<file path="config.mk">
export PLATFORM = sky130hd
export DESIGN_NAME = matvec_loader
export DESIGN_NICKNAME = d
export VERILOG_FILES = /design/src/rtl/matvec_loader.sv
export SDC_FILE = /design/constraint.sdc
export NUM_CORES = 2
export LEC_CHECK = 0
export CAP_MARGIN = 10
export CORE_UTILIZATION = 57
export CTS_BUF_LIST = sky130_fd_sc_hd__clkbuf_2
export DETAILED_ROUTE_END_ITERATION = 12
export GPL_ROUTABILITY_DRIVEN = 0
export PLACE_DENSITY_LB_ADDON = 0.08
export SLEW_MARGIN = 15
export SYNTH_ARGS = -nofsm -noshare
export SYNTH_HDL_FRONTEND = slang
export SYNTH_SLANG_ARGS = --single-unit
</file>
<file path="constraint.sdc">
create_clock -name CLK -period 11 [get_ports CLK]
set_clock_uncertainty 0.2 [all_clocks]
set_input_delay 2.2 -clock CLK [delete_from_list [all_inputs] [get_ports CLK]]
set_output_delay 2.2 -clock CLK [all_outputs]
set_load 0.01 [all_outputs]
</file>
<file path="src/rtl/matvec_loader.sv">
// matvec_loader: front end of the matrix-vector multiplier.
// Collects a byte stream into vector x, vector b and a 16x16 byte matrix,
// then releases the multiplier from reset and waits for it to finish.
module matvec_loader #(
  parameter int N  = 16,
  parameter int DW = 8
) (
  input  logic            CLK,
  input  logic            RST,
  input  logic            start,
  input  logic [DW-1:0]   in_data,
  input  logic            in_valid,
  output logic            in_ready,
  input  logic [3:0]      A,
  output logic [N*DW-1:0] Q,
  output logic [N*DW-1:0] vector_x,
  output logic [N*DW-1:0] vector_b,
  input  logic            mv_finish,
  output logic            mv_rst,
  output logic            busy,
  output logic            done
);

  localparam int ROW_W = N * DW;

  localparam logic [2:0] IDLE   = 3'd0;
  localparam logic [2:0] LOAD_X = 3'd1;
  localparam logic [2:0] LOAD_B = 3'd2;
  localparam logic [2:0] LOAD_A = 3'd3;
  localparam logic [2:0] RUN    = 3'd4;
  localparam logic [2:0] DONE   = 3'd5;

  logic [2:0]       state;
  logic [2:0]       state_next;
  logic [8:0]       cnt;
  logic [ROW_W-1:0] rows [N];
  logic             accept;
  logic             start_ok;
  logic [7:0]       a_off;
  logic             load_next;

  assign accept   = in_valid && in_ready;
  assign start_ok = start && (state == IDLE || state == DONE);
  // Offset into the matrix section; the low 8 bits of c-32 are exact for c in 32..287.
  assign a_off    = cnt[7:0] - 8'd32;

  // Row read port for the multiplier, live in every state.
  assign Q = rows[A];

  // Next-state decode; section changes fire on the edge that takes the last byte.
  always_comb begin
    state_next = state;
    case (state)
      IDLE:    if (start) state_next = LOAD_X;
      LOAD_X:  if (accept && cnt == 9'd15) state_next = LOAD_B;
      LOAD_B:  if (accept && cnt == 9'd31) state_next = LOAD_A;
      LOAD_A:  if (accept && cnt == 9'd287) state_next = RUN;
      RUN:     if (mv_finish) state_next = DONE;
      DONE:    if (start) state_next = LOAD_X;
      default: state_next = IDLE;
    endcase
  end

  assign load_next = (state_next == LOAD_X) || (state_next == LOAD_B) ||
                     (state_next == LOAD_A);

  // State, counter, registered status outputs and byte storage.
  always_ff @(posedge CLK) begin
    if (RST) begin
      state    <= IDLE;
      cnt      <= '0;
      vector_x <= '0;
      vector_b <= '0;
      for (int i = 0; i < N; i++) rows[i] <= '0;
      in_ready <= 1'b0;
      busy     <= 1'b0;
      done     <= 1'b0;
      mv_rst   <= 1'b1;
    end else begin
      state    <= state_next;
      in_ready <= load_next;
      busy     <= load_next;
      done     <= (state_next == DONE);
      mv_rst   <= (state_next != RUN);

      if (start_ok) begin
        cnt <= '0;
      end else if (accept) begin
        cnt <= cnt + 9'd1;
        case (state)
          LOAD_X:  vector_x[int'(cnt[3:0]) * DW +: DW] <= in_data;
          LOAD_B:  vector_b[int'(cnt[3:0]) * DW +: DW] <= in_data;
          LOAD_A:  rows[a_off[7:4]][int'(a_off[3:0]) * DW +: DW] <= in_data;
          default: ;
        endcase
      end
    end
  end

endmodule
</file>
=== Yosys cells after proc, flatten, opt, wreduce, memory -nomap -nowiden ===
Memory sizes are Yosys's and may differ from the RTL's.
Index checks and enable logic that the tools add are counted.

* Memories kept: 1
* Logic and storage cells: 62
* Output and inout port bits: 388
* Input port bits: 17
* Latch bits: 0
* Register bits after elaboration: 271
* Bits in read-only memories: 0
* RAM bits: 2,048

* Mux-type cells: 18
* Bitwise operators: 1
* Add/sub/neg operators: 4
* Shift operators: 4
* Equal/unequal tests: 13
* Reductions and logical operators: 14
* Multipliers: 0
* Divide/modulo/power cells: 0
* $lt $le $gt $ge: 0

{| class="wikitable"
|+ Memory list
! name !! depth !! bits a word !! rd ports !! clocked after memory_dff !! write ports !! RTL line !! text
|-
| rows || 16 || 128 || 1 || 0 || 16 || 36 || <nowiki>logic [ROW_W-1:0] rows [N];</nowiki>
|}

{| class="wikitable"
|+ Operator list
! operator !! count
|-
| 128-bit 2-to-1 mux || 3
|-
| 128-bit bitwise mux || 2
|-
| 8-bit by 33-bit variable shift with 128-bit output (first input constant) || 2
|-
| 8-bit by 33-bit variable part select with 128-bit output || 2
|-
| 128-bit OR reduction || 1
|-
| 7-bit negator with 33-bit output || 2
|-
| 3-bit 2-to-1 mux || 5
|-
| 3-bit case mux with 5 select lines || 1
|-
| 3-bit by 2-bit == test with 1-bit output (second input constant) || 4
|-
| 9-bit by 1-bit adder with 9-bit output (second input constant) || 1
|-
| 3-bit == test (second input constant) || 3
|-
| 9-bit by 4-bit == test with 1-bit output (second input constant) || 1
|-
| 9-bit by 5-bit == test with 1-bit output (second input constant) || 1
|-
| 9-bit == test (second input constant) || 1
|-
| 8-bit by 6-bit subtractor with 8-bit output (second input constant) || 1
|-
| 3-bit by 1-bit == test with 1-bit output (second input constant) || 2
|-
| 1-bit 2-to-1 mux || 6
|-
| 3-bit AND reduction || 2
|-
| 1-bit logical AND || 5
|-
| 4-bit 2-to-1 mux || 1
|-
| 2-bit OR reduction || 2
|-
| 3-bit logical NOT || 1
|-
| 1-bit logical OR || 3
|-
| 3-bit inequality test (second input constant) || 1
|-
| 1-bit NOT || 1
|}

=== Longest topological paths before layout ===
* Word-level depth: 8
* Depth in mapped cells: 12

=== Least setup slack after synthesis ===
OpenSTA, ideal clock, no wires.

* Kind: input port to output port
* Start: in A[0]
* End: out Q[0]
* Setup slack: 4,325 ps
* Stages: 5
* Data required time: 8,600 ps
* Path buffers: 3
* Arrival time: 4,275 ps
* Path through: clkbuf_1 -> clkbuf_1 -> buf_1 -> mux4_2 -> mux4_2

* Cells in the longest elaborated chain, start to end: 1

{| class="wikitable"
|+ Ends and longest elaborated chain
! what !! RTL line !! text
|-
| start: declaration || 14 || <nowiki>input logic [3:0] A,</nowiki>
|-
| memory read 16 x 128 bit || - ||
|-
| end: declaration || 15 || <nowiki>output logic [N*DW-1:0] Q,</nowiki>
|}

Every way passes these cells.

=== Worst setup path after layout ===
* Start: in A[1]
* End: out Q[92]

The elaborated chain is that of the path after synthesis.

==> results by group <==
Synthesis
  – Post-Synth XOR/XNOR Area: 0.0874%
  – Area share of and/or/nand/nor cells after synthesis: 13.6%
  – Flops & latches, synth: 2319
  – Synth Instances: 7200
  – Syn Area/Cell: 13.9 µm²
  – Syn_nets: 7225
  – Complex-gate fraction of the synthesized area: 1.67%
  – Post-Synth Adder-Cell Area: 0.0999%
  – Largest family of logic cells by synthesized area: multiplexers
  – Ys async rst share: 0%
  – Sequential element share of the synthesized area: 66.8%
  – Synthesized area: 100000 µm²
  – EDFF count, synth: 2048
  – Syn. warnings: 0
  – Top_reg_cell synth: edfxtp_1
  – Synth cell types: 52
  – Mux contribution to synthesized area: 15.5%

Worst setup path
  – Crit-path max cell delay: 760 ps
  – Crit path required time: 8600 ps
  – CP bufs+invs: 3
  – RR Startpoint: cnt[0]
  – CP Max Fanout: 85
  – Worst R2R End: rows[0][102]
  – CP endpoint kind: output port
  – Critical path class: input port to output port
  – Crit-path cells: buf_8, buf_4, mux4_2, a211oi_1, a21oi_1, clkdlybuf4s50_1
  – FF-to-FF path depth: 7
  – Flop2flop setup slack: 5600 ps
  – Crit path arrival time: 5490 ps
  – Critical Path Source Type: input port
  – Slowest-stage cell, CP: buf_4
  – Crit path max-delay family: buffers and inverters

Die
  – Die Y: 421 µm
  – Io pins: 405
  – Die outline width: 421 µm
  – Core Area: 174000 µm²
  – Std cell rows: 153
  – Starting Density: 57.5%
  – Die ar.: 177000 µm²

Layout
  – Synthesis-to-finish area growth: 11.1%
  – Share of cells above drive strength 1: 20.5%
  – Design area: 111000 µm²
  – Final cell count without fillers: 10500
  – Final net count: 7791

Clocking
  – Htree depth: 6
  – CTS root buf: clkbuf_2
  – Post_cts resized: 0
  – CTS buffer count: 605
  – Clk_lat worst skew: 1890 ps
  – Hold_buf cts: 0
  – Worst-case clock buffer depth: 4
  – CTS sink cnt: 2319
  – Post-CTS Setup Inserts: 0
  – CTS tree: done
  – Worst-path clk slew: 90 ps

Placed design
  – DP Cell Count: 9484
  – Placed Area: 106000 µm²
  – Buffers on Ports: 404
  – Post-placement setup slack: 3090 ps
  – DP Wirelength: 195000 µm

Drt
  – Drt drc: 0
  – Drt pass-1 iters: 7
  – Wire per inst: 28.7 µm
  – ANT nets after route: 0
  – Routed WL: 301000 µm
  – Via count: 65200
  – Iteration-0 DRC Markers: 7645
  – Via density: 6.21

Timing
  – # setup viols final: 0
  – Slew margin rel.: 11.3%
  – Worst-margin pin slew: 1330 ps
  – Tmin final: 7890 ps
  – RSZ-0062 raised after global routing: false
  – Fmax: 0.127 GHz
  – Setup slack after layout: 3110 ps
  – Final setup TNS: 0 ps
  – Final worst path period share: 71.7%
  – Final slew viol count: 0
  – Final hold vios: 0

GRT
  – Pin count of the biggest net entering global routing: 97
  – Vias in the first global route: 64900
  – Global-route wire length before repair: 436000 µm
  – Initial antenna violation count: 16
  – Grt ovf: 0
  – Total GRT Usage: 33.9%

Pwr
  – Peak supply drop: 122 µV
  – Leak: 36.5 nW
  – Pwr Density: 153 nW/µm²

Hold path
  – Hold Path Depth: 2
  – Worst hold path endpoint: vector_x[73]
  – Worst hold path type: flop to flop
  – Hold Path Origin: vector_x[73]

Run status
  – Status: finished, final reports clean

Run
  – MaxCap Viol Count: 0
==> registers in the layout, indices dropped and copies added, names as in the netlist <==
register,cells
vector_x,128
done,1
busy,1
rows,2048
vector_b,128
cnt,9
state,3
mv_rst,1
==> report_power, final <==
group	total (mW)	internal, mW	switching [mW]
Sequential	10.0	9.91	0.109
Clock	5.80	2.28	3.52
Combinational	1.23	0.556	0.678
==> synth_stat cells, drive strengths merged, types with 8 or more instances <==
library cell | instances | area, µm²
nor2 | 2053 | 7710
edfxtp | 2048 | 61500
mux4 | 579 | 13000
clkbuf | 442 | 1660
nand2 | 417 | 1570
dfxtp | 271 | 5430
mux2i | 253 | 2530
nor3 | 240 | 1240
nand2b | 236 | 1480
a21oi | 119 | 596
buf | 111 | 492
nand3 | 70 | 350
nor2b | 69 | 432
a211oi | 62 | 478
and3 | 40 | 250
and2 | 29 | 181
o21bai | 28 | 210
nand3b | 27 | 203
a21o | 19 | 143
o21ai | 19 | 95.1
nand4 | 11 | 81.3
ha | 8 | 100
or3 | 8 | 50.1
==> layout by cell type, fill, tap and decap left out, types with 70 or more instances in the layout <==
cell | netlist | routed
nand3_1 | 70 | 70
clkdlybuf4s50_1 | 0 | 399
buf_4 | 2 | 97
nor2_1 | 2051 | 2038
dfxtp_1 | 271 | 271
a21oi_1 | 119 | 117
nand2b_1 | 236 | 236
edfxtp_1 | 2048 | 2048
mux4_2 | 579 | 579
clkbuf_2 | 0 | 905
nand2_1 | 417 | 417
clkinv_1 | 0 | 74
mux2i_1 | 253 | 253
nor3_1 | 232 | 221
==> logic make-up (layout without fill, tap and decap cells) <==
family | after synthesis | count (layout)
flip-flops | 2319 | 2319
other | 0 | 22
buffers and inverters | 559 | 1517
AND/OR/NAND/NOR | 3211 | 3211
multiplexers | 832 | 832
adder cells (fa/ha/maj) | 8 | 8
XOR/XNOR | 10 | 10
AO/OA/AOI/OAI | 261 | 261
==> stage by stage <==
step / total power, mW / hold slack (ps) / util [%]
after floorplan: 10.9 / 281 / -
after global placement: 11.4 / 243 / 60.9
after detailed placement: 11.5 / 247 / 60.9
after CTS: 17.1 / 260 / 63.8
after global routing: 17.6 / 281 / 63.9
final: 17.1 / 258 / 63.9
==> layout make-up <==
cell class	count	area (µm²)
Tap cell	2325	2910
Antenna cell	22	55.1
Clock inverter	94	514
Timing Repair Buffer	512	5020
Clock buffer	905	4530
Sequential cell	2319	66900
Fill cell	13400	62900
Multi-Input combinational cell	4322	31300
Inverter	6	22.5
==> how the worst max path moves through the flow <==
stage / cells after the start / end / startpoint / slack [ps]
floorplan: 5 / Q[0] / A[0] / 4320
global placement: 7 / Q[13] / A[0] / 3030
detailed placement: 7 / Q[13] / A[0] / 3090
CTS: 7 / Q[13] / A[0] / 3080
global route: 7 / Q[89] / A[0] / 2960
finish: 6 / Q[92] / A[1] / 3110
==> routing by layer <==
metal,wire length [µm],global-route usage [%]
met3,32500,8.59
met2,145000,53.9
met4,13800,16.0
met5,38,0
met1,110000,43.8
==> worst min-delay path, stage by stage (launching register included) <==
cell and delay [ps]:
dfxtp_1 320, nand2_1 50, a21oi_1 50
No activity file was read; power rests on OpenSTA's default activity.
